==> src/rtl/lfsr_pkg.sv <==
// ============================================================================
// Module   : lfsr_pkg
// Brief    : Shared constants for lfsr_generator: default seed and
//            maximal-length Fibonacci tap masks for widths 3..32.
// Revision : 1.0
// ============================================================================
`default_nettype none

package lfsr_pkg;

  localparam logic [31:0] c_default_seed = 32'd1;
  localparam int          c_min_width    = 3;
  localparam int          c_max_width    = 32;

  // Taps are given as 1-based polynomial exponents; zero means unused.
  function automatic logic [31:0] tap_mask(input int a, input int b, input int c, input int d);
    logic [31:0] m;
    m = '0;
    if (a > 0) m = m | (32'd1 << (a - 1));
    if (b > 0) m = m | (32'd1 << (b - 1));
    if (c > 0) m = m | (32'd1 << (c - 1));
    if (d > 0) m = m | (32'd1 << (d - 1));
    return m;
  endfunction

  function automatic logic [31:0] default_taps(input int width);
    case (width)
      3:       return tap_mask(3, 2, 0, 0);
      4:       return tap_mask(4, 3, 0, 0);
      5:       return tap_mask(5, 3, 0, 0);
      6:       return tap_mask(6, 5, 0, 0);
      7:       return tap_mask(7, 6, 0, 0);
      8:       return tap_mask(8, 6, 5, 4);
      9:       return tap_mask(9, 5, 0, 0);
      10:      return tap_mask(10, 7, 0, 0);
      11:      return tap_mask(11, 9, 0, 0);
      12:      return tap_mask(12, 6, 4, 1);
      13:      return tap_mask(13, 4, 3, 1);
      14:      return tap_mask(14, 5, 3, 1);
      15:      return tap_mask(15, 14, 0, 0);
      16:      return tap_mask(16, 15, 13, 4);
      17:      return tap_mask(17, 14, 0, 0);
      18:      return tap_mask(18, 11, 0, 0);
      19:      return tap_mask(19, 6, 2, 1);
      20:      return tap_mask(20, 17, 0, 0);
      21:      return tap_mask(21, 19, 0, 0);
      22:      return tap_mask(22, 21, 0, 0);
      23:      return tap_mask(23, 18, 0, 0);
      24:      return tap_mask(24, 23, 22, 17);
      25:      return tap_mask(25, 22, 0, 0);
      26:      return tap_mask(26, 6, 2, 1);
      27:      return tap_mask(27, 5, 2, 1);
      28:      return tap_mask(28, 25, 0, 0);
      29:      return tap_mask(29, 27, 0, 0);
      30:      return tap_mask(30, 6, 4, 1);
      31:      return tap_mask(31, 28, 0, 0);
      32:      return tap_mask(32, 22, 2, 1);
      default: return '0;
    endcase
  endfunction

endpackage

`default_nettype wire

==> src/rtl/lfsr_step.sv <==
// ============================================================================
// Module   : lfsr_step
// Brief    : One combinational Fibonacci LFSR step (XOR taps, shift left).
// Revision : 1.0
// ============================================================================
`default_nettype none

module lfsr_step #(
  parameter int              WIDTH = 5,
  parameter logic [WIDTH-1:0] TAPS = '0
) (
  input  logic [WIDTH-1:0] i_state,
  output logic [WIDTH-1:0] o_state
);

  logic w_fb;

  assign w_fb    = ^(i_state & TAPS);
  assign o_state = {i_state[WIDTH-2:0], w_fb};

endmodule

`default_nettype wire

==> src/rtl/lfsr_generator.sv <==
// ============================================================================
// Module   : lfsr_generator
// Brief    : Multi-step Fibonacci LFSR with runtime seed load, lock-up
//            recovery, wrap detection and a saturating step counter.
// Revision : 1.0
// ============================================================================
`default_nettype none

module lfsr_generator
  import lfsr_pkg::*;
#(
  parameter int               WIDTH = 5,
  parameter logic [WIDTH-1:0] TAPS  = WIDTH'(default_taps(WIDTH)),
  parameter logic [WIDTH-1:0] SEED  = WIDTH'(c_default_seed),
  parameter int               STEPS = 1
) (
  input  logic             clk,
  input  logic             reset,
  input  logic             en,
  input  logic             load,
  input  logic [WIDTH-1:0] seed_in,
  output logic [WIDTH-1:0] lfsr,
  output logic             bit_out,
  output logic             wrap,
  output logic [WIDTH:0]   step_cnt
);

  if (WIDTH < c_min_width || WIDTH > c_max_width) begin : g_bad_width
    $error("lfsr_generator: WIDTH=%0d outside 3..32", WIDTH);
  end

  if (STEPS < 1 || STEPS > WIDTH) begin : g_bad_steps
    $error("lfsr_generator: STEPS=%0d outside 1..WIDTH", STEPS);
  end

  logic [WIDTH-1:0] r_lfsr;
  logic [WIDTH-1:0] r_seed;
  logic [WIDTH:0]   r_cnt;
  logic             r_wrap;

  logic [WIDTH-1:0] w_chain [0:STEPS];
  logic [WIDTH-1:0] w_next;
  logic [WIDTH-1:0] w_load_val;
  logic [WIDTH:0]   w_cnt_inc;

  assign w_chain[0] = r_lfsr;

  for (genvar gi = 0; gi < STEPS; gi++) begin : g_step
    lfsr_step #(
      .WIDTH (WIDTH),
      .TAPS  (TAPS)
    ) u_step (
      .i_state (w_chain[gi]),
      .o_state (w_chain[gi+1])
    );
  end

  assign w_next = w_chain[STEPS];

  // A zero seed would lock the register, so it is replaced by SEED.
  assign w_load_val = (seed_in == '0) ? SEED : seed_in;
  assign w_cnt_inc  = (r_cnt == '1) ? r_cnt : r_cnt + {{WIDTH{1'b0}}, 1'b1};

  always_ff @(posedge clk) begin
    if (reset) begin
      r_lfsr <= SEED;
      r_seed <= SEED;
      r_cnt  <= '0;
      r_wrap <= 1'b0;
    end else if (load) begin
      r_lfsr <= w_load_val;
      r_seed <= w_load_val;
      r_cnt  <= '0;
      r_wrap <= 1'b0;
    end else if (en) begin
      if (r_lfsr == '0) begin
        // Recovery from lock-up is not a wrap, even though it lands on the seed.
        r_lfsr <= r_seed;
        r_cnt  <= w_cnt_inc;
        r_wrap <= 1'b0;
      end else if (w_next == r_seed) begin
        r_lfsr <= w_next;
        r_cnt  <= '0;
        r_wrap <= 1'b1;
      end else begin
        r_lfsr <= w_next;
        r_cnt  <= w_cnt_inc;
        r_wrap <= 1'b0;
      end
    end else begin
      r_wrap <= 1'b0;
    end
  end

  assign lfsr     = r_lfsr;
  assign bit_out  = r_lfsr[WIDTH-1];
  assign wrap     = r_wrap;
  assign step_cnt = r_cnt;

endmodule

`default_nettype wire

==> config.mk <==
export PLATFORM = sky130hd
export DESIGN_NAME = lfsr_generator
export DESIGN_NICKNAME = d
export VERILOG_FILES = /design/src/rtl/lfsr_pkg.sv /design/src/rtl/lfsr_step.sv /design/src/rtl/lfsr_generator.sv
export SDC_FILE = /design/constraint.sdc
export NUM_CORES = 1
export LEC_CHECK = 0
export BUFFER_PORTS_ARGS = -buffer_cell sky130_fd_sc_hd__buf_2
export CORE_MARGIN = 1.5
export CORE_UTILIZATION = 45
export DETAILED_ROUTE_END_ITERATION = 10
export GPL_ROUTABILITY_DRIVEN = 0
export GPL_TIMING_DRIVEN = 1
export PLACE_DENSITY_LB_ADDON = 0.3
export SYNTH_ARGS = -nofsm -noshare
export SYNTH_HDL_FRONTEND = slang
export SYNTH_SLANG_ARGS = --single-unit
==> constraint.sdc <==
create_clock -name clk -period 1.68 [get_ports clk]
set_clock_uncertainty 0.1 [all_clocks]
set_input_delay 0.168 -clock clk [delete_from_list [all_inputs] [get_ports clk]]
set_output_delay 0.168 -clock clk [all_outputs]
set_load 0.05 [all_outputs]
==> impl_metrics.csv <==
group,metric,value,unit
clock_tree,clock_sinks,17,
setup_path,cp-end-kind,"flop",
drt,first_iter_violations,10,
floorplanning,dieHeight,46.32,µm
worst_hold_path,min_from,"seed_in[1]",
synthesis,yosysTopAreaCell,"dfxtp_1",
setup_path,r2r_setup_slack,0.12,ns
sta,setup_ws,0.1169,ns
sta,rsz0062_at_grt,"no",
sta,slew_headroom,73.64,%
drt,firstDrtPassIters,4,
cells_and_area,area_growth,21.93,%
synthesis,synth-async-reset-ratio,0,%
cells_and_area,diodes,0,
drt,postRouteAntennaNets,0,
global_route,grt_pass1_wl,2718,µm
setup_path,crit_path_max_fanout,4,
synthesis,synth_compound_area_share,14.96,%
drt,routed_wl,1769,µm
worst_hold_path,worstHoldPathType,"input port to flop",
job,maxCapViolCount,0,
clock_tree,cts_buffers,3,
cells_and_area,nets,130,
setup_path,timing.rr.start,"step_cnt[0]",
placement,place_ws,0.1211,ns
setup_path,reg2reg_depth,5,
synthesis,synth_cell_type_count,29,
drt,wl_per_cell,12.28,µm
setup_path,worstPathArrival,1.63,ns
cells_and_area,drive_above_1_share,35.29,%
drt,vias,771,
clock_tree,cts_tree,"done",
placement,io_buffer_count,21,
synthesis,yosysTopAreaCellShare,40.30,%
setup_path,crit_type,"flop to flop",
floorplanning,die_x,46.32,µm
global_route,grt_overflow,0,
worst_hold_path,hold_depth,3,
floorplanning,coreArea,1745,µm²
drt,via_per_inst,5.354,
global_route,grt_use_total,17.83,%
sta,whs,0.05329,ns
sta,period_needed,1.563,ns
synthesis,synth_top_family_by_area,"simple AND/OR/NAND/NOR gates",
outcome,status,"finished clean",
clock_tree,clk_path_buf_depth,2,
synthesis,synthFlopType,"dfxtp_1",
sta,fmax,0.6398,GHz
synthesis,synth_area_per_cell,8.707,µm²
synthesis,synth_warnings,0,
power_and_ir_drop,total_power,0.8312,mW
placement,dp_hpwl,1258,µm
floorplanning,fp.dieArea,2146,µm²
global_route,grt_pass1_vias,685,
power_and_ir_drop,peakVddDrop,0.5616,mV
synthesis,synth_commonest_cells,"dfxtp_1, a21oi_1, nor2_1",
floorplanning,start_util,48.39,%
synthesis,synth_area,844.6,µm²
synthesis,syn_nets,107,
power_and_ir_drop,p_leak,0.4186,nW
synthesis,synthMuxAreaShare,4.741,%
clock_tree,root_buffer,"clkbuf_4",
worst_hold_path,hold_path_end,"r_seed[1]",
synthesis,synth-simple-area-share,27.11,%
setup_path,crit_required,1.74,ns
sta,worst_pin_slew,0.3925,ns
synthesis,synth-seq-area-share,40.30,%
sta,hold_viol,0,
synthesis,synth_adder_area_share,1.481,%
synthesis,yosysMostFrequentCell,"dfxtp_1",
setup_path,crit_path_start_kind,"flop",
synthesis,synthCells,97,
sta,finalSetupViolCount,0,
clock_tree,clk_pin_slew,0.10,ns
clock_tree,cts_hold_buf,0,
synthesis,synth_seq_cells,17,
floorplanning,rows,15,
synthesis,ys_top_cells_by_area,"dfxtp_1, xnor2_1, a21oi_1",
synthesis,synthXorXnorAreaFrac,7.259,%
global_route,grt_start_max_net_pins,18,
sta,fin_crit_sh,93.04,%
floorplanning,ioPinCount,22,
global_route,antenna_found_initial,0,
clock_tree,insertion_delay,0.28,ns
synthesis,synth_edf_count,0,
power_and_ir_drop,p_per_area,807.2,nW/µm²
drt,route.detailed.drc,0,
clock_tree,htreeDepth,1,
setup_path,reg2reg_to,"step_cnt[4]",
sta,slew_violations,0,
==> cells by family (layout without fill, tap and decap cells) <==
logic type | after synthesis | count (layout)
compound gates | 21 | 21
xor+xnor | 7 | 7
fa+ha+maj | 1 | 1
buf+inv | 7 | 29
flops | 17 | 17
mux | 4 | 4
simple gates | 40 | 40
==> cell type report <==
class	instances	area, µm²
fill	174	715.7
multi-input combinational	73	488.0
sequential	17	356.6
timing repair buffer	23	120.1
tap	25	31.28
clock buffer	4	26.28
inverter	2	7.507
==> worst max-delay path: stages, from the launching register on <==
cell and delay, ns:
dfxtp_4 0.38, ha_4 0.13, nand2_1 0.06, or4b_2 0.62, o21ai_0 0.10, nor3_1 0.06
==> worst max-delay path by stage <==
stage                        endpoint         from  slack (ns)  depth (start not counted)
after floorplan           step_cnt[4]  step_cnt[0]       -0.01                          5
after global placement    step_cnt[4]  step_cnt[0]        0.15                          5
after detailed placement  step_cnt[4]  step_cnt[0]        0.12                          5
after CTS                 step_cnt[2]      lfsr[2]        0.09                          4
after global routing      step_cnt[1]  step_cnt[0]        0.05                          6
final                     step_cnt[4]  step_cnt[0]        0.12                          5
==> power by group <==
group | total (mW) | leakage, nW | switching [mW] | internal (mW)
Clock | 0.212 | 0.0150 | 0.120 | 0.0921
Sequential | 0.447 | 0.143 | 0.0252 | 0.421
Combinational | 0.173 | 0.261 | 0.111 | 0.0615
==> layer usage <==
layer	up-vias	track usage [%]	routed length, µm
li1	392	-	-
met1	352	19.76	775
met2	25	32.78	901
met3	2	2.353	78
met4	0	8.571	13
met5	-	0	0
==> metrics by stage <==
step / util (%) / instances / cell area (µm²) / setup TNS (ns)
after floorplan: - / 97 / 873.3 / -0.01032
after global placement: 57.13 / 140 / 997.2 / 0
after detailed placement: 57.13 / 140 / 997.2 / 0
after CTS: 58.64 / 144 / 1023 / 0
after global routing: 59.00 / 144 / 1030 / 0
final: 59.00 / 144 / 1030 / 0
==> registers in the layout, indices dropped and copies added (netlist names) <==
register  flops
lfsr          5
r_seed        5
step_cnt      6
wrap          1
==> layout by cell type (no fill, tap or decap), types with 3 or more instances in the layout <==
| cell | instances |
|---|---|
| dfxtp_2 | 7 |
| xnor2_1 | 6 |
| buf_2 | 21 |
| nor2_1 | 10 |
| nand3_1 | 3 |
| mux2i_1 | 4 |
| dfxtp_1 | 8 |
| o21ai_0 | 4 |
| clkbuf_4 | 3 |
| a21oi_1 | 10 |
| nand2b_1 | 4 |
| nand2_1 | 7 |
| nor3_1 | 7 |
==> repair_timing <==
item | 4_1_cts | 5_1_grt
endpoints found under the setup margin | 0 | 2
buffers inserted | 0 | 0
resized for setup | 0 | 1
(Power assumes the default switching activity.)
